File: src/rtl/jedro_1_ifu_prefetch_pkg.sv
// rtl/jedro_1_ifu_prefetch_pkg.sv - shared types and defaults for the jedro_1 prefetching fetch unit
package jedro_1_defines;

  localparam int XLEN_DEF            = 32;
  localparam int IFU_FIFO_DEPTH_DEF  = 4;
  localparam int IFU_MEM_LATENCY_DEF = 1;

  typedef struct packed {
    logic [XLEN_DEF-1:0] instr;
    logic [XLEN_DEF-1:0] pc;
  } ifu_entry_t;

endpackage

File: src/rtl/jedro_1_ifu_prefetch_if.sv
// rtl/jedro_1_ifu_prefetch_if.sv - jump, imem and decoder signals of the fetch unit
// Misalign outputs exist only when JEDRO_1_IFU_MISALIGN_CHK_EN is defined.
interface jedro_1_ifu_prefetch_if #(
  parameter int XLEN = 32
) ();

  logic            jmp_i;
  logic [XLEN-1:0] jmp_addr_i;
  logic            imem_req_o;
  logic [XLEN-1:0] imem_addr_o;
  logic [XLEN-1:0] imem_rdata_i;
  logic [XLEN-1:0] instr_o;
  logic [XLEN-1:0] instr_pc_o;
  logic            instr_valid_o;
  logic            instr_ready_i;
`ifdef JEDRO_1_IFU_MISALIGN_CHK_EN
  logic            misalign_o;
  logic [XLEN-1:0] misalign_addr_o;

  modport master (
    input  jmp_i, jmp_addr_i, imem_rdata_i, instr_ready_i,
    output imem_req_o, imem_addr_o, instr_o, instr_pc_o, instr_valid_o,
    output misalign_o, misalign_addr_o
  );

  modport slave (
    output jmp_i, jmp_addr_i, imem_rdata_i, instr_ready_i,
    input  imem_req_o, imem_addr_o, instr_o, instr_pc_o, instr_valid_o,
    input  misalign_o, misalign_addr_o
  );
`else
  modport master (
    input  jmp_i, jmp_addr_i, imem_rdata_i, instr_ready_i,
    output imem_req_o, imem_addr_o, instr_o, instr_pc_o, instr_valid_o
  );

  modport slave (
    output jmp_i, jmp_addr_i, imem_rdata_i, instr_ready_i,
    input  imem_req_o, imem_addr_o, instr_o, instr_pc_o, instr_valid_o
  );
`endif

endinterface

File: src/rtl/jedro_1_ifu_prefetch_fifo.sv
// rtl/jedro_1_ifu_prefetch_fifo.sv - prefetch FIFO of {instr, pc} entries with flush
module jedro_1_ifu_fifo
  import jedro_1_defines::*;
#(
  parameter  int DEPTH = IFU_FIFO_DEPTH_DEF,
  localparam int PW    = (DEPTH > 1) ? $clog2(DEPTH) : 1,
  localparam int CW    = $clog2(DEPTH + 1)
) (
  input  logic          clk_i,
  input  logic          rstn_i,
  input  logic          flush_i,
  input  logic          push_i,
  input  ifu_entry_t    wdata_i,
  input  logic          pop_i,
  output ifu_entry_t    rdata_o,
  output logic [CW-1:0] count_o,
  output logic          empty_o
);

  ifu_entry_t    r_mem [DEPTH];
  logic [PW-1:0] r_rptr;
  logic [PW-1:0] r_wptr;
  logic [CW-1:0] r_cnt;

  // DEPTH is a power of two, so plain pointer overflow is the modulo wrap
  always_ff @(posedge clk_i or negedge rstn_i) begin
    if (!rstn_i) begin
      r_rptr <= '0;
      r_wptr <= '0;
      r_cnt  <= '0;
    end else if (flush_i) begin
      r_rptr <= '0;
      r_wptr <= '0;
      r_cnt  <= '0;
    end else begin
      if (push_i) r_wptr <= r_wptr + 1'b1;
      if (pop_i)  r_rptr <= r_rptr + 1'b1;
      case ({push_i, pop_i})
        2'b10:   r_cnt <= r_cnt + 1'b1;
        2'b01:   r_cnt <= r_cnt - 1'b1;
        default: r_cnt <= r_cnt;
      endcase
    end
  end

  always_ff @(posedge clk_i) begin
    if (push_i && !flush_i) r_mem[r_wptr] <= wdata_i;
  end

  assign rdata_o = r_mem[r_rptr];
  assign count_o = r_cnt;
  assign empty_o = (r_cnt == '0);

endmodule

File: src/rtl/jedro_1_ifu_prefetch.sv
// rtl/jedro_1_ifu_prefetch.sv - prefetching IFU: credit-based issue, latency tracker, jump flush
// Optional misaligned-jump detection under JEDRO_1_IFU_MISALIGN_CHK_EN.
module jedro_1_ifu_prefetch
  import jedro_1_defines::*;
#(
  parameter int              XLEN        = XLEN_DEF,
  parameter int              FIFO_DEPTH  = IFU_FIFO_DEPTH_DEF,
  parameter int              MEM_LATENCY = IFU_MEM_LATENCY_DEF,
  parameter logic [XLEN-1:0] BOOT_ADDR   = '0
) (
  input logic                     clk_i,
  input logic                     rstn_i,
  jedro_1_ifu_prefetch_if.master  bus
);

  localparam int CW = $clog2(FIFO_DEPTH + 1);
  localparam int LW = $clog2(MEM_LATENCY + 1);

  logic [XLEN-1:0]        r_fetch_pc;
  logic [MEM_LATENCY-1:0] r_trk_vld;
  logic [XLEN-1:0]        r_trk_pc [MEM_LATENCY];

  logic                   w_issue;
  logic                   w_halt;
  logic                   w_push;
  logic                   w_pop;
  logic                   w_empty;
  logic [CW-1:0]          w_fifo_cnt;
  logic [LW-1:0]          w_infl_cnt;
  ifu_entry_t             w_wdata;
  ifu_entry_t             w_rdata;

  always_comb begin
    w_infl_cnt = '0;
    for (int i = 0; i < MEM_LATENCY; i++) begin
      w_infl_cnt = w_infl_cnt + LW'(r_trk_vld[i]);
    end
  end

  // Credits cover both buffered and in-flight reads, so a push always finds room
  assign w_issue = rstn_i && !bus.jmp_i && !w_halt &&
                   ((int'(w_fifo_cnt) + int'(w_infl_cnt)) < FIFO_DEPTH);

  always_ff @(posedge clk_i or negedge rstn_i) begin
    if (!rstn_i) begin
      r_fetch_pc <= BOOT_ADDR;
    end else if (bus.jmp_i) begin
      r_fetch_pc <= {bus.jmp_addr_i[XLEN-1:2], 2'b00};
    end else if (w_issue) begin
      r_fetch_pc <= r_fetch_pc + XLEN'(4);
    end
  end

  always_ff @(posedge clk_i or negedge rstn_i) begin
    if (!rstn_i) begin
      r_trk_vld <= '0;
    end else if (bus.jmp_i) begin
      r_trk_vld <= '0;
    end else begin
      r_trk_vld[0] <= w_issue;
      for (int i = 1; i < MEM_LATENCY; i++) begin
        r_trk_vld[i] <= r_trk_vld[i-1];
      end
    end
  end

  always_ff @(posedge clk_i) begin
    r_trk_pc[0] <= r_fetch_pc;
    for (int i = 1; i < MEM_LATENCY; i++) begin
      r_trk_pc[i] <= r_trk_pc[i-1];
    end
  end

  assign w_push        = r_trk_vld[MEM_LATENCY-1];
  assign w_wdata.instr = bus.imem_rdata_i;
  assign w_wdata.pc    = r_trk_pc[MEM_LATENCY-1];
  assign w_pop         = !w_empty && bus.instr_ready_i;

  jedro_1_ifu_fifo #(
    .DEPTH (FIFO_DEPTH)
  ) u_fifo (
    .clk_i   (clk_i),
    .rstn_i  (rstn_i),
    .flush_i (bus.jmp_i),
    .push_i  (w_push),
    .wdata_i (w_wdata),
    .pop_i   (w_pop),
    .rdata_o (w_rdata),
    .count_o (w_fifo_cnt),
    .empty_o (w_empty)
  );

  assign bus.imem_req_o    = w_issue;
  assign bus.imem_addr_o   = r_fetch_pc;
  assign bus.instr_valid_o = !w_empty;
  assign bus.instr_o       = w_empty ? '0 : w_rdata.instr;
  assign bus.instr_pc_o    = w_empty ? '0 : w_rdata.pc;

`ifdef JEDRO_1_IFU_MISALIGN_CHK_EN
  logic            r_halt;
  logic            r_misalign;
  logic [XLEN-1:0] r_misalign_addr;
  logic            w_jmp_mis;

  assign w_jmp_mis = bus.jmp_i && (bus.jmp_addr_i[1:0] != 2'b00);

  // Issue stays parked after a misaligned jump until software redirects to an aligned target
  always_ff @(posedge clk_i or negedge rstn_i) begin
    if (!rstn_i) begin
      r_halt          <= 1'b0;
      r_misalign      <= 1'b0;
      r_misalign_addr <= '0;
    end else begin
      r_misalign <= w_jmp_mis;
      if (bus.jmp_i) r_halt <= w_jmp_mis;
      if (w_jmp_mis) r_misalign_addr <= bus.jmp_addr_i;
    end
  end

  assign w_halt              = r_halt;
  assign bus.misalign_o      = r_misalign;
  assign bus.misalign_addr_o = r_misalign_addr;
`else
  logic w_unused_lsb;

  assign w_halt       = 1'b0;
  assign w_unused_lsb = ^bus.jmp_addr_i[1:0];
`endif

endmodule
File: src/flat_wrapper.sv
// flat-port wrapper written by rule: the top's interface ports become plain ports
module jedro_1_ifu_prefetch_flat import jedro_1_defines::*;
#(
  parameter int              XLEN        = XLEN_DEF,
  parameter int              FIFO_DEPTH  = IFU_FIFO_DEPTH_DEF,
  parameter int              MEM_LATENCY = IFU_MEM_LATENCY_DEF,
  parameter logic [XLEN-1:0] BOOT_ADDR   = '0
)
  (clk_i, rstn_i, bus_jmp_i, bus_jmp_addr_i, bus_imem_rdata_i, bus_instr_ready_i, bus_imem_req_o, bus_imem_addr_o, bus_instr_o, bus_instr_pc_o, bus_instr_valid_o);
  jedro_1_ifu_prefetch_if #(.XLEN(XLEN)) bus_i ();
  input logic clk_i;
  input logic rstn_i;
  input wire logic [$bits(bus_i.jmp_i)-1:0] bus_jmp_i;
  input wire logic [$bits(bus_i.jmp_addr_i)-1:0] bus_jmp_addr_i;
  input wire logic [$bits(bus_i.imem_rdata_i)-1:0] bus_imem_rdata_i;
  input wire logic [$bits(bus_i.instr_ready_i)-1:0] bus_instr_ready_i;
  output wire logic [$bits(bus_i.imem_req_o)-1:0] bus_imem_req_o;
  output wire logic [$bits(bus_i.imem_addr_o)-1:0] bus_imem_addr_o;
  output wire logic [$bits(bus_i.instr_o)-1:0] bus_instr_o;
  output wire logic [$bits(bus_i.instr_pc_o)-1:0] bus_instr_pc_o;
  output wire logic [$bits(bus_i.instr_valid_o)-1:0] bus_instr_valid_o;
  assign bus_i.jmp_i = bus_jmp_i;
  assign bus_i.jmp_addr_i = bus_jmp_addr_i;
  assign bus_i.imem_rdata_i = bus_imem_rdata_i;
  assign bus_i.instr_ready_i = bus_instr_ready_i;
  assign bus_imem_req_o = bus_i.imem_req_o;
  assign bus_imem_addr_o = bus_i.imem_addr_o;
  assign bus_instr_o = bus_i.instr_o;
  assign bus_instr_pc_o = bus_i.instr_pc_o;
  assign bus_instr_valid_o = bus_i.instr_valid_o;
  jedro_1_ifu_prefetch #(.XLEN(XLEN), .FIFO_DEPTH(FIFO_DEPTH), .MEM_LATENCY(MEM_LATENCY), .BOOT_ADDR(BOOT_ADDR)) u_core (.clk_i(clk_i), .rstn_i(rstn_i), .bus(bus_i));
endmodule
File: config.mk
export PLATFORM = sky130hd
export DESIGN_NAME = jedro_1_ifu_prefetch_flat
export DESIGN_NICKNAME = d
export VERILOG_FILES = /design/src/rtl/jedro_1_ifu_prefetch_pkg.sv /design/src/rtl/jedro_1_ifu_prefetch_if.sv /design/src/rtl/jedro_1_ifu_prefetch_fifo.sv /design/src/rtl/jedro_1_ifu_prefetch.sv /design/src/flat_wrapper.sv
export SDC_FILE = /design/constraint.sdc
export NUM_CORES = 1
export LEC_CHECK = 0
export ABC_CLOCK_PERIOD_IN_PS = 2450
export BUFFER_PORTS_ARGS = -buffer_cell sky130_fd_sc_hd__buf_4
export CAP_MARGIN = 10
export CORE_MARGIN = 2
export CORE_UTILIZATION = 33
export CTS_BUF_LIST = sky130_fd_sc_hd__clkbuf_4 sky130_fd_sc_hd__clkbuf_8
export CTS_CLUSTER_DIAMETER = 150
export CTS_CLUSTER_SIZE = 30
export DETAILED_ROUTE_END_ITERATION = 16
export PLACE_DENSITY_LB_ADDON = 0.08
export SLEW_MARGIN = 10
export SYNTH_ARGS = -nofsm -noshare
export SYNTH_HDL_FRONTEND = slang
export SYNTH_SLANG_ARGS = --single-unit
File: constraint.sdc
create_clock -name clk_i -period 2.45 [get_ports clk_i]
set_input_delay 0.3675 -clock clk_i [delete_from_list [all_inputs] [get_ports clk_i]]
set_output_delay 0.3675 -clock clk_i [all_outputs]
set_load 0.01 [all_outputs]
---- Yosys cells after proc, flatten, opt, wreduce, memory -nomap -nowiden ----
Memories as Yosys holds them, arrays and structs flattened.
Cells that the tools add are included.
storage, ports and cells
  register bits after elaboration ......... 40
  bits in latches ......................... 0
  memory bits (writable) .................. 288
  memory bits (read-only) ................. 0
  bits of input ports ..................... 68
  output and inout bits ................... 98
  word-level logic and storage cells ...... 40
  memories ................................ 2
cells by class
  add/sub/neg operators ................... 6
  multiply operators ...................... 0
  div/mod/pow operators ................... 0
  $lt $le $gt $ge ......................... 1
  equal/unequal tests ..................... 2
  shifts and indexed selects .............. 0
  multiplexer cells ....................... 13
  bitwise logic cells ..................... 0
  reductions and logical operators ........ 11
memory list
  name                 words  bits a word  read ports  clocked after Yosys merged registers in  wr ports  line                             RTL
  u_core.u_fifo.r_mem  4      64           1           0                                        1         jedro_1_ifu_prefetch_fifo.sv:20  ifu_entry_t r_mem [DEPTH];
  u_core.r_trk_pc      1      32           1           0                                        1         jedro_1_ifu_prefetch.sv:21       logic [XLEN-1:0] r_trk_pc [MEM_LATENCY];
operators by type and width
  operator                                              count
  two-way mux 32 bit                                    4
  adder 32 x 3 -> 32 bit (second input constant)        1
  < comparator 32 x 4 -> 1 bit (second input constant)  1
  two-way mux 2 bit                                     4
  one-hot mux 3 bit (2 select lines)                    1
  nonzero test 2 bit                                    3
  adder 2 x 1 -> 2 bit (second input constant)          2
  adder 3 x 1 -> 4 bit                                  1
  logical AND 1 bit                                     4
  adder 3 x 1 -> 3 bit (second input constant)          1
  logical NOT 3 bit                                     1
  two-way mux 1 bit                                     3
  two-way mux 3 bit                                     1
  nonzero test 3 bit                                    1
  subtractor 3 x 1 -> 3 bit (second input constant)     1
  equality test 2 x 1 -> 1 bit (second input constant)  1
  equality test 2 bit (second input constant)           1
  logical NOT 1 bit                                     2

---- Logic depth before layout (Yosys ltp) ----
Gate-level depths: netlist of the first run.
  depth after elaboration ................. 6
  depth in mapped cells ................... 9
  gate-level depth less buffers ........... 7

---- Cells and area by module ----
A second synthesis of the first run with hierarchy kept.
second synthesis, totals
  cells, all modules ...................... 696
  area total of the unflattened synthesis .. 12,545.8 µm²
modules (own cells, without submodules)
  module                times used  cells an instance  area each (µm²)  seq. area each (µm²)
  jedro_1_ifu_fifo      1           376                9,661.8          7,862.5
  jedro_1_ifu_prefetch  1           320                2,884.0          1,376.3

---- Least setup slack after synthesis of the first run ----
Ideal clock, no wire load.
  path type ............................... flip-flop to flip-flop
  from .................................... register u_core.r_trk_vld
  to ...................................... memory u_core.u_fifo.r_mem[0][10] (netlist name), enable pin
  setup time .............................. 427 ps
  arrival ................................. 2,161 ps
  required time ........................... 2,023 ps
  slack ................................... -138 ps
  cell stages (with the launch flop) ...... 4
  buffers on the path ..................... 1
  clock period less this slack ............ 2,588 ps
  cells stage by stage .................... dfrtp_1 buf_2 nor2b_1 and2_1
on the way
  word-level cells in the longest chain between the ends .. 3
RTL lines
  element                                  line                             RTL
  from (decl)                              jedro_1_ifu_prefetch.sv:20       logic [MEM_LATENCY-1:0] r_trk_vld;
  from (signal, indexed assignment)        jedro_1_ifu_prefetch.sv:62       r_trk_vld[i] <= r_trk_vld[i-1];
  logical AND 1 bit                        jedro_1_ifu_prefetch_fifo.sv:47  if (push_i && !flush_i) r_mem[r_wptr] <= wdata_i;
  two-way mux 1 bit                        jedro_1_ifu_prefetch_fifo.sv:47
  two-way mux 1 bit (implied by the code)  jedro_1_ifu_prefetch_fifo.sv:47
  to (decl)                                jedro_1_ifu_prefetch_fifo.sv:20
Every way passes these cells.

---- Worst setup path after layout of the first run ----
  from .................................... register u_core.u_fifo.r_rptr[0]
  to ...................................... output bus_instr_o[10]
on the way
  word-level cells in the longest chain between the ends .. 2
RTL lines
  element                 line                             RTL
  from (decl)             jedro_1_ifu_prefetch_fifo.sv:21  logic [PW-1:0] r_rptr;
  from (signal assigned)  jedro_1_ifu_prefetch_fifo.sv:37  if (pop_i) r_rptr <= r_rptr + 1'b1;
  memory (4 x 64 bit)     --
  two-way mux 32 bit      jedro_1_ifu_prefetch.sv:96       assign bus.instr_o = w_empty ? '0 : w_rdata.instr;
  to (decl)               flat_wrapper.sv:19               output wire logic [$bits(bus_i.instr_o)-1:0] bus_instr_o;
Every way passes these cells.

==> impl_metrics.csv, run 1 <==
group,metric,value,unit
cts,root_buffer,"clkbuf_8",
floorplan,pin_count,166,
placement,hpwl,19.0,mm
setup_path,crit_type,"reg -> out",
power,irDropWorstVdd,640,uV
setup_path,crit_path_end_kind,"primary output",
finish,utilization,43.0,%
finish,antenna-diode-count,0,
global_routing,overflow,0,
setup_path,critPathMaxFanout,8,
timing,worst_pin_slew,633,ps
routing,drt-pass1-iter-count,5,
setup_path,crit_path_start,"u_core.u_fifo.r_rptr[0]",
timing,period_minus_slack,2570,ps
timing,finalClockSkew,25.1,ps
cts,clkTransAtPathRegs,190,ps
cts,cts_buffers,14,
yosys,ys_top_cells_by_area,"edfxtp_1 (61%), mux4_2 (11%), dfrtp_1 (7.8%), dfxtp_1 (4.9%), and2_1 (3.4%)",
min_path,min_path_type,"in -> reg",
setup_path,arrival,2210,ps
placement,portBuffers,159,
setup_path,r2r_end,"u_core.u_fifo.count_o[2]",
min_path,whs_path_depth,3,
setup_path,required,2080,ps
yosys,syn_inst,684,
setup_path,reg2reg_setup_slack,290,ps
cts,tritoncts,"built",
timing,relSlewSlack,57.7,%
setup_path,critPathBufInv,3,
yosys,yosysWarnings,0,
global_routing,grt.total_usage,15.6,%
placement,place.gp.congestion,0.855,
routing,ant_nets,0,
setup_path,r2r_cells,8,
cts,clock_path_buffers,3,
yosys,syn_area,0.0122,mm^2
floorplan,die_area,0.0387,mm^2
yosys,syn_avg_cell_area,17.9,um^2
global_routing,antenna_found_initial,0,
routing,drc_errors,0,
yosys,yosysUniqueCellTypes,50,
setup_path,crit_chain,"buf_12, buf_16, mux4_2, and2_4, buf_6",
min_path,min_to,"u_core.bus.imem_addr_o[30]",
routing,num_vias,6981,
finish,syn_to_final_growth,28.6,%
yosys,synth-seq-cells,316,
job,cap_viol_max_count,0,
yosys,yosysTopAreaCell,"edfxtp_1",
placement,placed_area,0.0143,mm^2
power,power_density,942,mW/mm^2
timing,max_freq,0.389,GHz
routing,drtIter0Drc,344,
routing,wl_per_cell,21.6,um
run_status,failed_checks,"negative setup slack",
routing,wl,30.3,mm
run_status,status,"finished, violations left",
yosys,async_flop_share,12.0,%
cts,clock_latency,560,ps
timing,rsz0062_at_grt,"true",
yosys,synthTopCellsByCount,"edfxtp_1 (248), and2_1 (67), mux4_2 (62), dfrtp_1 (38), nand2_1 (33)",
yosys,synth_edf_count,248,
floorplan,num_rows,70,
global_routing,grt_max_degree,49,
finish,nNetsFinal,997,
cts,htreeDepth,1,
yosys,yosysSeqAreaShare,73.5,%
setup_path,cpPeakStageDelay,540,ps
timing,finalWorstSetupSlack,-123,ps
finish,finalInstanceArea,0.0157,mm^2
power,p_leak,5.62,nW
setup_path,crit_family,"flip-flops",
timing,drv_slew,0,
cts,numClockSinks,316,
floorplan,die_width,197,um
timing,fin_crit_sh,105,%
yosys,yosysTopAreaCellShare,60.8,%
floorplan,die_h,197,um
timing,timing.hold.ws,43.9,ps
yosys,synth_most_common_cell,"edfxtp_1",
floorplan,coreArea,0.0366,mm^2
timing,setup_viol_count_final,62,
global_routing,grt_pass1_vias,7332,
yosys,synth_flop_cell,"edfxtp_1",
finish,drive_gt1_share,39.8,%
setup_path,worstSetupStartpointType,"register",
routing,vias_per_cell,4.99,
timing,hold_viol,0,
setup_path,worst_path_max_delay_cell,"dfrtp_4",
min_path,hp-start,"bus_jmp_addr_i[30]",
setup_path,reg2reg_from,"u_core.u_fifo.count_o[1]",
floorplan,start_util,33.4,%
global_routing,grt_pass1_wl,45.2,mm
[flip-flops by register name (all words and copies together) (netlist names)]
register,count
u_core.r_trk_vld,1
u_core.u_fifo.r_rptr,2
u_core.bus.imem_addr_o,30
u_core.r_trk_pc,30
u_core.u_fifo.count_o,3
u_core.u_fifo.r_wptr,2
u_core.u_fifo.r_mem,248
[final cells by class]
class | instances | area [um^2]
clock inverter | 1 | 16.3
multi-input combinational | 326 | 3230
inverter | 8 | 30.0
clock buffer | 23 | 267
sequential | 316 | 9010
fill | 3311 | 20900
timing repair buffer | 257 | 2600
tap | 468 | 586
[metrics by stage]
step           power, mW  instances  setup slack (ps)  setup TNS [ps]
3_5_place_dp        11.1       1312               269               0
3_3_place_gp        11.1       1312               340               0
2_1_floorplan       8.88        687               321               0
6_report            14.8       1399              -123           -5140
4_1_cts             15.0       1396              -193           -8790
5_1_grt             15.6       1399              -225          -11560
[how the worst max path moves through the flow]
stage | to | slack (ps) | cells after the start
3_5_place_dp | u_core.bus.imem_addr_o[19] | 270 | 8
6_report | bus_instr_o[10] | -120 | 5
3_3_place_gp | u_core.bus.imem_addr_o[18] | 340 | 5
2_1_floorplan | u_core.u_fifo.count_o[2] | 320 | 7
5_1_grt | bus_instr_o[10] | -220 | 5
4_1_cts | bus_instr_pc_o[14] | -190 | 5
[tightest hold or removal path: stages]
cell and delay (ps):
buf_4 80, nand2_1 50, o211ai_1 70
[placed cells by master, fill, tap and decap left out, types with 5 or more instances in the layout]
cell / count
a21oi_1: 8
a221o_1: 7
and2_4: 66
buf_12: 11
buf_16: 7
buf_4: 122
buf_6: 64
clkbuf_4: 8
clkbuf_8: 15
dfrtp_1: 34
dfxtp_1: 30
dlygate4sd3_1: 51
edfxtp_1: 248
ha_1: 5
inv_1: 8
mux4_2: 62
nand2_1: 33
nand3_1: 26
nand4_1: 8
nor2_1: 19
nor3_1: 5
o211ai_1: 7
o21ai_0: 15
o311ai_0: 8
or4_1: 5
[routing by layer]
layer	track usage (%)	share of wire (%)	vias up
met4	3.04	1.5	0
met1	21.7	45	3589
met3	1.54	4.1	33
met2	26.8	49	210
met5	0	0	-
li1	-	-	3149
[timing repair]
item                                    CTS  global route
gates cloned                              5             1
pin swaps                                 5             0
endpoints found under the setup margin   63            63
hold buffers                             49             2
buffers inserted                          6             0
hold endpoints to repair                182             2
resized for setup                       128            12
[report_power, final]
group	internal, mW	switching [mW]	total, mW	leakage, nW
logic	3.54	2.51	6.05	2.51
registers	6.18	0.341	6.52	2.96
clock network	0.717	1.55	2.26	0.152
[cells by family after synthesis]
group / Yosys count / synth area share [%]
flip-flops: 316 / 73.5
AND/OR/NAND/NOR: 189 / 8.92
multiplexers: 65 / 11.7
AO/OA/AOI/OAI: 56 / 3.21
buffers and inverters: 45 / 1.58
adder cells (fa/ha/maj): 6 / 0.675
XOR/XNOR: 6 / 0.429
other: 1 / 0.0306
No activity file was read; power rests on OpenSTA's default activity.
==> run 2: changes to the inputs <==
--- a/config.mk
+++ b/config.mk
@@ -9,7 +9,7 @@
 export BUFFER_PORTS_ARGS = -buffer_cell sky130_fd_sc_hd__buf_4
 export CAP_MARGIN = 10
 export CORE_MARGIN = 2
-export CORE_UTILIZATION = 33
+export CORE_UTILIZATION = 50
 export CTS_BUF_LIST = sky130_fd_sc_hd__clkbuf_4 sky130_fd_sc_hd__clkbuf_8
 export CTS_CLUSTER_DIAMETER = 150
 export CTS_CLUSTER_SIZE = 30
==> impl_metrics.csv, run 2 (synthesis results as in run 1) <==
group,metric,value,unit
global_routing,grt_max_degree,44,
placement,place.gp.congestion,0.878,
min_path,whs_path_depth,1,
power,p_leak,5.46,nW
setup_path,crit_path_end_kind,"primary output",
finish,syn_to_final_growth,24.3,%
global_routing,antenna_found_initial,0,
job,cap_viol_max_count,0,
global_routing,grt_pass1_wl,39.4,mm
setup_path,r2r_cells,9,
setup_path,crit_family,"flip-flops",
min_path,hp-start,"bus_imem_rdata_i[6]",
setup_path,r2r_end,"u_core.u_fifo.count_o[2]",
placement,hpwl,15.9,mm
finish,largest_reg_flops,248,
floorplan,num_rows,57,
placement,dpl_worst_slack,363,ps
cts,tritoncts,"built",
global_routing,overflow,0,
routing,vias_per_cell,5.57,
setup_path,worstSetupStartpointType,"register",
cts,clock_path_buffers,3,
finish,regMostFlops,"u_core.u_fifo.r_mem",
global_routing,grt.total_usage,19.6,%
timing,rsz0062_at_grt,"true",
cts,cts_buffers,14,
timing,setup_viol_count_final,41,
cts,numClockSinks,316,
global_routing,grt_pass1_vias,7068,
finish,nFillCells,1770,
routing,drt-pass1-iter-count,5,
setup_path,reg2reg_from,"u_core.u_fifo.count_o[1]",
routing,drtIter0Drc,485,
timing,finalWorstSetupSlack,-81.8,ps
finish,drive_gt1_share,40.1,%
cts,htreeDepth,1,
setup_path,crit_chain,"buf_12, buf_16, mux4_2, and2_4, buf_6",
timing,drv_slew,0,
routing,wl,25.3,mm
floorplan,coreArea,0.0242,mm^2
setup_path,reg2reg_setup_slack,210,ps
finish,antenna-diode-count,0,
timing,worst_pin_slew,514,ps
min_path,min_to,"u_core.u_fifo.r_mem[0][38]",
routing,num_vias,6829,
run_status,status,"finished, violations left",
finish,stdcell_count,1226,
min_path,min_path_type,"in -> reg",
setup_path,cpPeakStageDelay,550,ps
floorplan,start_util,50.6,%
cts,root_buffer,"clkbuf_8",
setup_path,crit_type,"reg -> out",
power,irDropWorstVdd,574,uV
routing,drc_errors,0,
finish,layout_common_cells,"edfxtp_1 (248), buf_4 (118), and2_4 (64), mux4_2 (62), buf_6 (61)",
placement,dpl.cell_count,1161,
routing,ant_nets,0,
setup_path,critPathBufInv,3,
setup_path,critPathMaxFanout,7,
setup_path,worst_path_max_delay_cell,"dfrtp_4",
timing,relSlewSlack,65.7,%
floorplan,die_area,0.0258,mm^2
timing,period_minus_slack,2530,ps
power,power_density,942,mW/mm^2
timing,max_freq,0.395,GHz
timing,tns,-1850,ps
finish,layout_commonest_cell,"edfxtp_1",
timing,fin_crit_sh,103,%
timing,hold_viol,0,
floorplan,die_width,160,um
finish,nNetsFinal,968,
floorplan,pin_count,166,
setup_path,arrival,2160,ps
routing,wl_per_cell,20.6,um
timing,finalClockSkew,29.0,ps
setup_path,required,2080,ps
run_status,failed_checks,"negative setup slack",
cts,clock_latency,540,ps
cts,clkTransAtPathRegs,170,ps
placement,portBuffers,159,
floorplan,die_h,160,um
run 2: cell count changes in the layout (fill, tap and decap cells not counted), sizes merged:
cell         previous run  this run
dlygate4sd3            51        30
buf                   205       197
run 2: per-layer routing:
layer / up-vias / wire (um) / track usage [%]
met3: 29 / 1370 / 2.76
met5: - / 0 / 0
li1: 3092 / - / -
met2: 212 / 12700 / 33.6
met4: 0 / 371 / 3.73
met1: 3496 / 10800 / 27.3
run 2: area by class of cell:
cell class | count | area, um^2 | area share [%]
clock buffer | 23 | 267 | 1.75
clock inverter | 1 | 16.3 | 0.107
inverter | 8 | 30.0 | 0.197
multi-input combinational | 326 | 3230 | 21.2
sequential | 316 | 9010 | 59.2
tap | 324 | 405 | 2.66
timing repair buffer | 228 | 2260 | 14.9
run 2: worst max-delay path by stage:
stage,to,from,cells past startpoint
6_report,bus_instr_pc_o[13],u_core.u_fifo.r_rptr[0],5
5_1_grt,bus_instr_pc_o[31],u_core.u_fifo.r_rptr[0],5
3_5_place_dp,u_core.bus.imem_addr_o[24],u_core.r_trk_vld,8
3_3_place_gp,u_core.bus.imem_addr_o[31],u_core.bus.imem_addr_o[6],5
4_1_cts,bus_instr_pc_o[13],u_core.u_fifo.r_rptr[0],5
2_1_floorplan,u_core.u_fifo.count_o[2],u_core.u_fifo.count_o[0],7
run 2: through the flow:
| step | util, % | power [mW] | cell area (um^2) | hold WS, ps |
|---|---|---|---|---|
| 2_1_floorplan | - | 8.88 | 12300 | 71.9 |
| 5_1_grt | 63.0 | 15.0 | 15200 | 0.964 |
| 4_1_cts | 62.7 | 14.4 | 15200 | 0.670 |
| 3_3_place_gp | 58.1 | 10.8 | 14100 | 443 |
| 3_5_place_dp | 58.1 | 10.9 | 14100 | 450 |
| 6_report | 63.0 | 14.3 | 15200 | 37.2 |
run 2: timing repair:
| action | in CTS | in global routing |
|---|---|---|
| endpoints found under the hold margin | 138 | 4 |
| gates cloned | 3 | 2 |
| setup buffers | 5 | 2 |
| pin swaps | 0 | 0 |
| setup endpoints to repair | 63 | 64 |
| hold buffers | 29 | 1 |
| gates resized for setup | 123 | 11 |
run 2: power by group:
group	switching, mW	internal [mW]
Clock	1.45	0.717
Combinational	2.32	3.34
Sequential	0.334	6.18
Total	4.10	10.2
